File: src/rtl/alu_issue_ctrl.sv
// Issue controller for a 16-bit combinational ALU: accepts one instruction at a time,
// reads a 4-entry register file, drives the ALU, writes back and returns the result.
module alu_issue_ctrl #(
    parameter int DATA_W     = 16,
    parameter int NREG       = 4,
    parameter int ALU_SETTLE = 1
) (
    input  logic              clk,
    input  logic              rst,
    input  logic              instr_valid,
    output logic              instr_ready,
    input  logic [23:0]       instr,
    output logic [DATA_W-1:0] alu_a,
    output logic [DATA_W-1:0] alu_b,
    output logic [3:0]        alu_op,
    input  logic [DATA_W-1:0] alu_y,
    input  logic              alu_c,
    input  logic              alu_v,
    input  logic              alu_n,
    input  logic              alu_z,
    output logic              res_valid,
    input  logic              res_ready,
    output logic [DATA_W-1:0] res_data,
    output logic [3:0]        res_flags,
    output logic              res_err
);

    localparam int CNT_W = (ALU_SETTLE > 1) ? $clog2(ALU_SETTLE) : 1;

    typedef enum logic [1:0] {IDLE, EXEC, RESP} state_t;

    state_t             state_q, state_d;
    logic [CNT_W-1:0]   cnt_q, cnt_d;
    logic [DATA_W-1:0]  rf_q [NREG];
    logic [DATA_W-1:0]  rf_d [NREG];
    logic [1:0]         rd_q, rd_d;
    logic [DATA_W-1:0]  alu_a_q, alu_a_d;
    logic [DATA_W-1:0]  alu_b_q, alu_b_d;
    logic [3:0]         alu_op_q, alu_op_d;
    logic [DATA_W-1:0]  res_data_q, res_data_d;
    logic [3:0]         flags_q, flags_d;
    logic               res_err_q, res_err_d;

    logic [3:0]         op;
    logic [1:0]         rd, ra, rb;
    logic [15:0]        imm;
    logic               op_alu, op_ldi, accept, exec_last;

    assign op  = instr[23:20];
    assign rd  = instr[19:18];
    assign ra  = instr[17:16];
    assign imm = instr[15:0];
    assign rb  = imm[1:0];

    always_comb begin
        op_alu = 1'b0;
        unique case (op)
            4'h0, 4'h1, 4'h2, 4'h3, 4'h7, 4'h8, 4'h9, 4'hA, 4'hB: op_alu = 1'b1;
            default: op_alu = 1'b0;
        endcase
    end

    assign op_ldi    = (op == 4'hF);
    assign accept    = instr_valid & instr_ready;
    assign exec_last = (state_q == EXEC) && (cnt_q == CNT_W'(ALU_SETTLE - 1));

    always_ff @(posedge clk) begin
        if (rst) state_q <= IDLE;
        else     state_q <= state_d;
    end

    always_comb begin
        state_d = state_q;
        unique case (state_q)
            IDLE: if (accept)    state_d = op_alu ? EXEC : RESP;
            EXEC: if (exec_last) state_d = RESP;
            RESP: if (res_ready) state_d = IDLE;
            default:             state_d = IDLE;
        endcase
    end

    always_comb begin
        instr_ready = (state_q == IDLE) && !rst;
        res_valid   = (state_q == RESP) && !rst;
    end

    // Operands are latched at accept so rd may alias ra/rb without a hazard.
    always_comb begin
        cnt_d      = cnt_q;
        rf_d       = rf_q;
        rd_d       = rd_q;
        alu_a_d    = alu_a_q;
        alu_b_d    = alu_b_q;
        alu_op_d   = alu_op_q;
        res_data_d = res_data_q;
        flags_d    = flags_q;
        res_err_d  = res_err_q;
        if (state_q == IDLE && accept) begin
            cnt_d = '0;
            rd_d  = rd;
            if (op_alu) begin
                alu_a_d  = rf_q[ra];
                alu_b_d  = rf_q[rb];
                alu_op_d = op;
            end else if (op_ldi) begin
                rf_d[rd]   = DATA_W'(imm);
                res_data_d = DATA_W'(imm);
                res_err_d  = 1'b0;
            end else begin
                res_data_d = '0;
                res_err_d  = 1'b1;
            end
        end else if (state_q == EXEC) begin
            cnt_d = cnt_q + 1'b1;
            if (exec_last) begin
                rf_d[rd_q] = alu_y;
                res_data_d = alu_y;
                res_err_d  = 1'b0;
                flags_d[1] = alu_n;
                flags_d[0] = alu_z;
                // Carry/overflow only belong to the arithmetic opcodes.
                if (alu_op_q[3:2] == 2'b00) begin
                    flags_d[3] = alu_c;
                    flags_d[2] = alu_v;
                end
            end
        end
    end

    always_ff @(posedge clk) begin
        if (rst) begin
            cnt_q      <= '0;
            rd_q       <= '0;
            alu_a_q    <= '0;
            alu_b_q    <= '0;
            alu_op_q   <= '0;
            res_data_q <= '0;
            flags_q    <= '0;
            res_err_q  <= 1'b0;
            for (int unsigned i = 0; i < NREG; i++) rf_q[i] <= '0;
        end else begin
            cnt_q      <= cnt_d;
            rd_q       <= rd_d;
            alu_a_q    <= alu_a_d;
            alu_b_q    <= alu_b_d;
            alu_op_q   <= alu_op_d;
            res_data_q <= res_data_d;
            flags_q    <= flags_d;
            res_err_q  <= res_err_d;
            for (int unsigned i = 0; i < NREG; i++) rf_q[i] <= rf_d[i];
        end
    end

    assign alu_a     = alu_a_q;
    assign alu_b     = alu_b_q;
    assign alu_op    = alu_op_q;
    assign res_data  = res_data_q;
    assign res_flags = flags_q;
    assign res_err   = res_err_q;

endmodule

File: config.mk
export PLATFORM = sky130hd
export DESIGN_NAME = alu_issue_ctrl
export DESIGN_NICKNAME = d
export VERILOG_FILES = /design/src/rtl/alu_issue_ctrl.sv
export SDC_FILE = /design/constraint.sdc
export NUM_CORES = 1
export LEC_CHECK = 0
export BUFFER_PORTS_ARGS = -buffer_cell sky130_fd_sc_hd__buf_2
export CAP_MARGIN = 20
export CORE_ASPECT_RATIO = 0.6
export CORE_MARGIN = 1.5
export CORE_UTILIZATION = 25
export CTS_CLUSTER_SIZE = 10
export DETAILED_ROUTE_END_ITERATION = 8
export PLACE_DENSITY = 0.52
export SETUP_SLACK_MARGIN = 0.02
export SYNTH_ARGS = -nofsm -noshare
export SYNTH_HDL_FRONTEND = slang
export SYNTH_SLANG_ARGS = --single-unit
export TNS_END_PERCENT = 10
File: constraint.sdc
create_clock -name clk -period 2.45 [get_ports clk]
set_input_delay 0.49 -clock clk [delete_from_list [all_inputs] [get_ports clk]]
set_output_delay 0.49 -clock clk [all_outputs]
set_load 0.005 [all_outputs]
==> flow_metrics.tcl <==
set metrics [dict create \
    first_iter_violations 573 \
    core-area_um2 24600 \
    fin_setup_tns_ns 0 \
    yosys.area.top_type "dfxtp_1" \
    ctsResizeCount 0 \
    setup_violations 0 \
    h-tree-depth 4 \
    die_x_um 209 \
    syn_avg_cell_area_um2 9.51 \
    clk-insertion-delay-late_ns 0.42 \
    layout.nets 810 \
    ys_async_sr_fraction_pct 0 \
    n_antenna_cell 0 \
    cts_buffer_depth 2 \
    critPathKind "register to register" \
    crit_arrival_ns 2.37 \
    die_y_um 126 \
    yosysMostFrequentCell "dfxtp_1" \
    synth_area_leaders "dfxtp_1 40%, mux4_2 11%, a32oi_1 7.5%" \
    area_growth_pct 25.3 \
    synth.top_cell.area_share_pct 39.8 \
    grt-ovfl-total 0 \
    reg2reg_from "state_q[0]$_SDFFE_PP0P_" \
    port_buffers 106 \
    stdcell_count 1097 \
    period_needed_ns 2.08 \
    ys_types 48 \
    initial_core_util_pct 25.8 \
    fin_crit_sh_pct 84.7 \
    r2r-end "res_data[4]$_SDFFE_PP0P_" \
    status "finished clean" \
    setup.worst_path.end_class "register" \
    place_ws_ns 0.383 \
    power.density_nw_per_um2 674 \
    fmax_mhz 482 \
    clkTransAtPathRegs_ns 0.06 \
    detail_route.wl_per_cell_um 23.1 \
    io_pins 107 \
    rrSetupSlack_ns 0.37 \
    synth_commonest_cells "126 x dfxtp_1, 93 x a21oi_1, 82 x nand2_1" \
    holdWs_ns 0.310 \
    ys_seq_area_share_pct 39.8 \
    finalMaxSlewViolations 0 \
    slew_headroom_pct 67.0 \
    synth_flop_cell "dfxtp_1" \
    required_ns 2.74 \
    synth_area_um2 6340 \
    synth-seq-cells 126 \
    yosysWarningCount 0 \
    grt_max_degree 53 \
    remaining_drc_errors 0 \
    numCtsBuffers 17 \
    dp.cells 1065 \
    grt_pass1_wl_um 38500 \
    fin_ws_ns 0.375 \
    clock_sinks 126 \
    drtPass1Iterations 5 \
    rows 44 \
    cts.hold.buffers_added 0 \
    rr_worst_depth 5 \
    postCtsSetupBuffers 0 \
    grt_use_total_pct 19.6 \
    ir_drop_uv 436 \
    synth_nets 714 \
    worstPathMaxFanout 48 \
    worstMarginPinSlew_ns 0.495 \
    grt_pass1_vias 5797 \
    ant_nets 0 \
    postSynthCellCount 666 \
    place.gp.congestion 0.850 \
    die_area_um2 26300 \
    hold_end "res_flags[0]$_SDFFE_PP0P_" \
    clock_skew_ns 0.0102 \
    synth_edf_count 0 \
    hold_path_class "input pin to register" \
    avgViaCountPerCell 5.72 \
    cp-start-kind "register" \
    antenna_found_initial 0 \
    finalHoldViolations 0 \
    rsz0062_at_grt "false" \
    drv_cap 0 \
    leakage_nw 3.26 \
    min_path_cells 3 \
    vias 6270 \
    drive_above_1_share_pct 31.1 \
    hold_start "alu_z" \
    cts_root_buf "clkbuf_16" \
    drt-total-wl_um 25400 \
    cts_tree "done" \
    fillers 2581 \
    dpl.hpwl_um 18200 \
]
sequential cells by signal (all words and copies together), names as in the netlist:
register	count
state_q	2
alu_b	16
cnt_q	1
rf_q	64
alu_a	16
alu_op	4
res_data	16
rd_q	2
res_flags	4
res_err	1
stage by stage:
stage	power, mW	instance area (um^2)	util (%)
after global routing	5.54	7940	32.3
final	5.35	7940	32.3
after floorplan	2.54	6340	-
after detailed placement	2.83	7350	29.9
after CTS	5.36	7940	32.3
after global placement	2.83	7350	29.9
metal layers:
metal  global-route usage, %  vias to the layer above  wire length [um]
li1                        -                     2787                 -
met1                    30.6                     3102             12600
met2                    24.2                      349              9230
met3                    6.96                       32              3160
met4                    5.20                        0               359
met5                       0                        -                 0
layout by cell type (no fill, tap or decap), drive strengths merged, types with 3 or more instances in the layout:
| cell type | instances |
|---|---|
| o221ai | 11 |
| o31ai | 52 |
| o211a | 11 |
| mux4 | 32 |
| buf | 159 |
| clkinv | 6 |
| nor2b | 3 |
| a32oi | 54 |
| nand3 | 11 |
| dfxtp | 126 |
| nor2 | 27 |
| clkbuf | 22 |
| nand2 | 82 |
| nor3 | 23 |
| or2 | 4 |
| inv | 5 |
| and2 | 5 |
| a221oi | 16 |
| and4 | 5 |
| a21oi | 94 |
power breakdown:
group	internal (mW)	leakage (nW)	switching (mW)	total [mW]
registers	2.11	1.02	0.0484	2.16
clock network	1.57	0.286	0.978	2.55
logic	0.244	1.95	0.395	0.639
total	3.93	3.26	1.42	5.35
cell families after synthesis:
kind of cell    Yosys count  share of synthesized area [%]
compound gates          247                           28.9
buf+inv                  87                           6.46
flops                   126                           39.8
mux                      34                           11.7
simple gates            172                           13.2
final cells by class:
class / instances / area (um^2) / share of cell area [%]
multi-input combinational: 453 / 3410 / 43.0
sequential: 126 / 2520 / 31.8
timing repair buffer: 159 / 991 / 12.5
clock buffer: 22 / 474 / 5.98
tap: 322 / 403 / 5.08
clock inverter: 10 / 113 / 1.42
inverter: 5 / 18.8 / 0.236
worst max-delay path, stage by stage, from the launching register on:
cell,delay [ns]
dfxtp_1,0.39
buf_4,0.20
or4b_4,0.60
buf_12,0.22
a221oi_2,0.43
nor3_1,0.10
worst max path at each step:
stage / slack [ns] / to / cells past startpoint / startpoint
2_1_floorplan: 0.51 / alu_a[5]$_SDFFE_PP0P_ / 5 / instr[16]
4_1_cts: 0.39 / res_data[4]$_SDFFE_PP0P_ / 5 / state_q[0]$_SDFFE_PP0P_
3_5_place_dp: 0.38 / res_data[4]$_SDFFE_PP0P_ / 5 / rst
6_report: 0.37 / res_data[4]$_SDFFE_PP0P_ / 5 / state_q[0]$_SDFFE_PP0P_
3_3_place_gp: 0.38 / res_data[4]$_SDFFE_PP0P_ / 5 / rst
5_1_grt: 0.25 / res_data[4]$_SDFFE_PP0P_ / 5 / state_q[0]$_SDFFE_PP0P_
(Power assumes the default switching activity.)
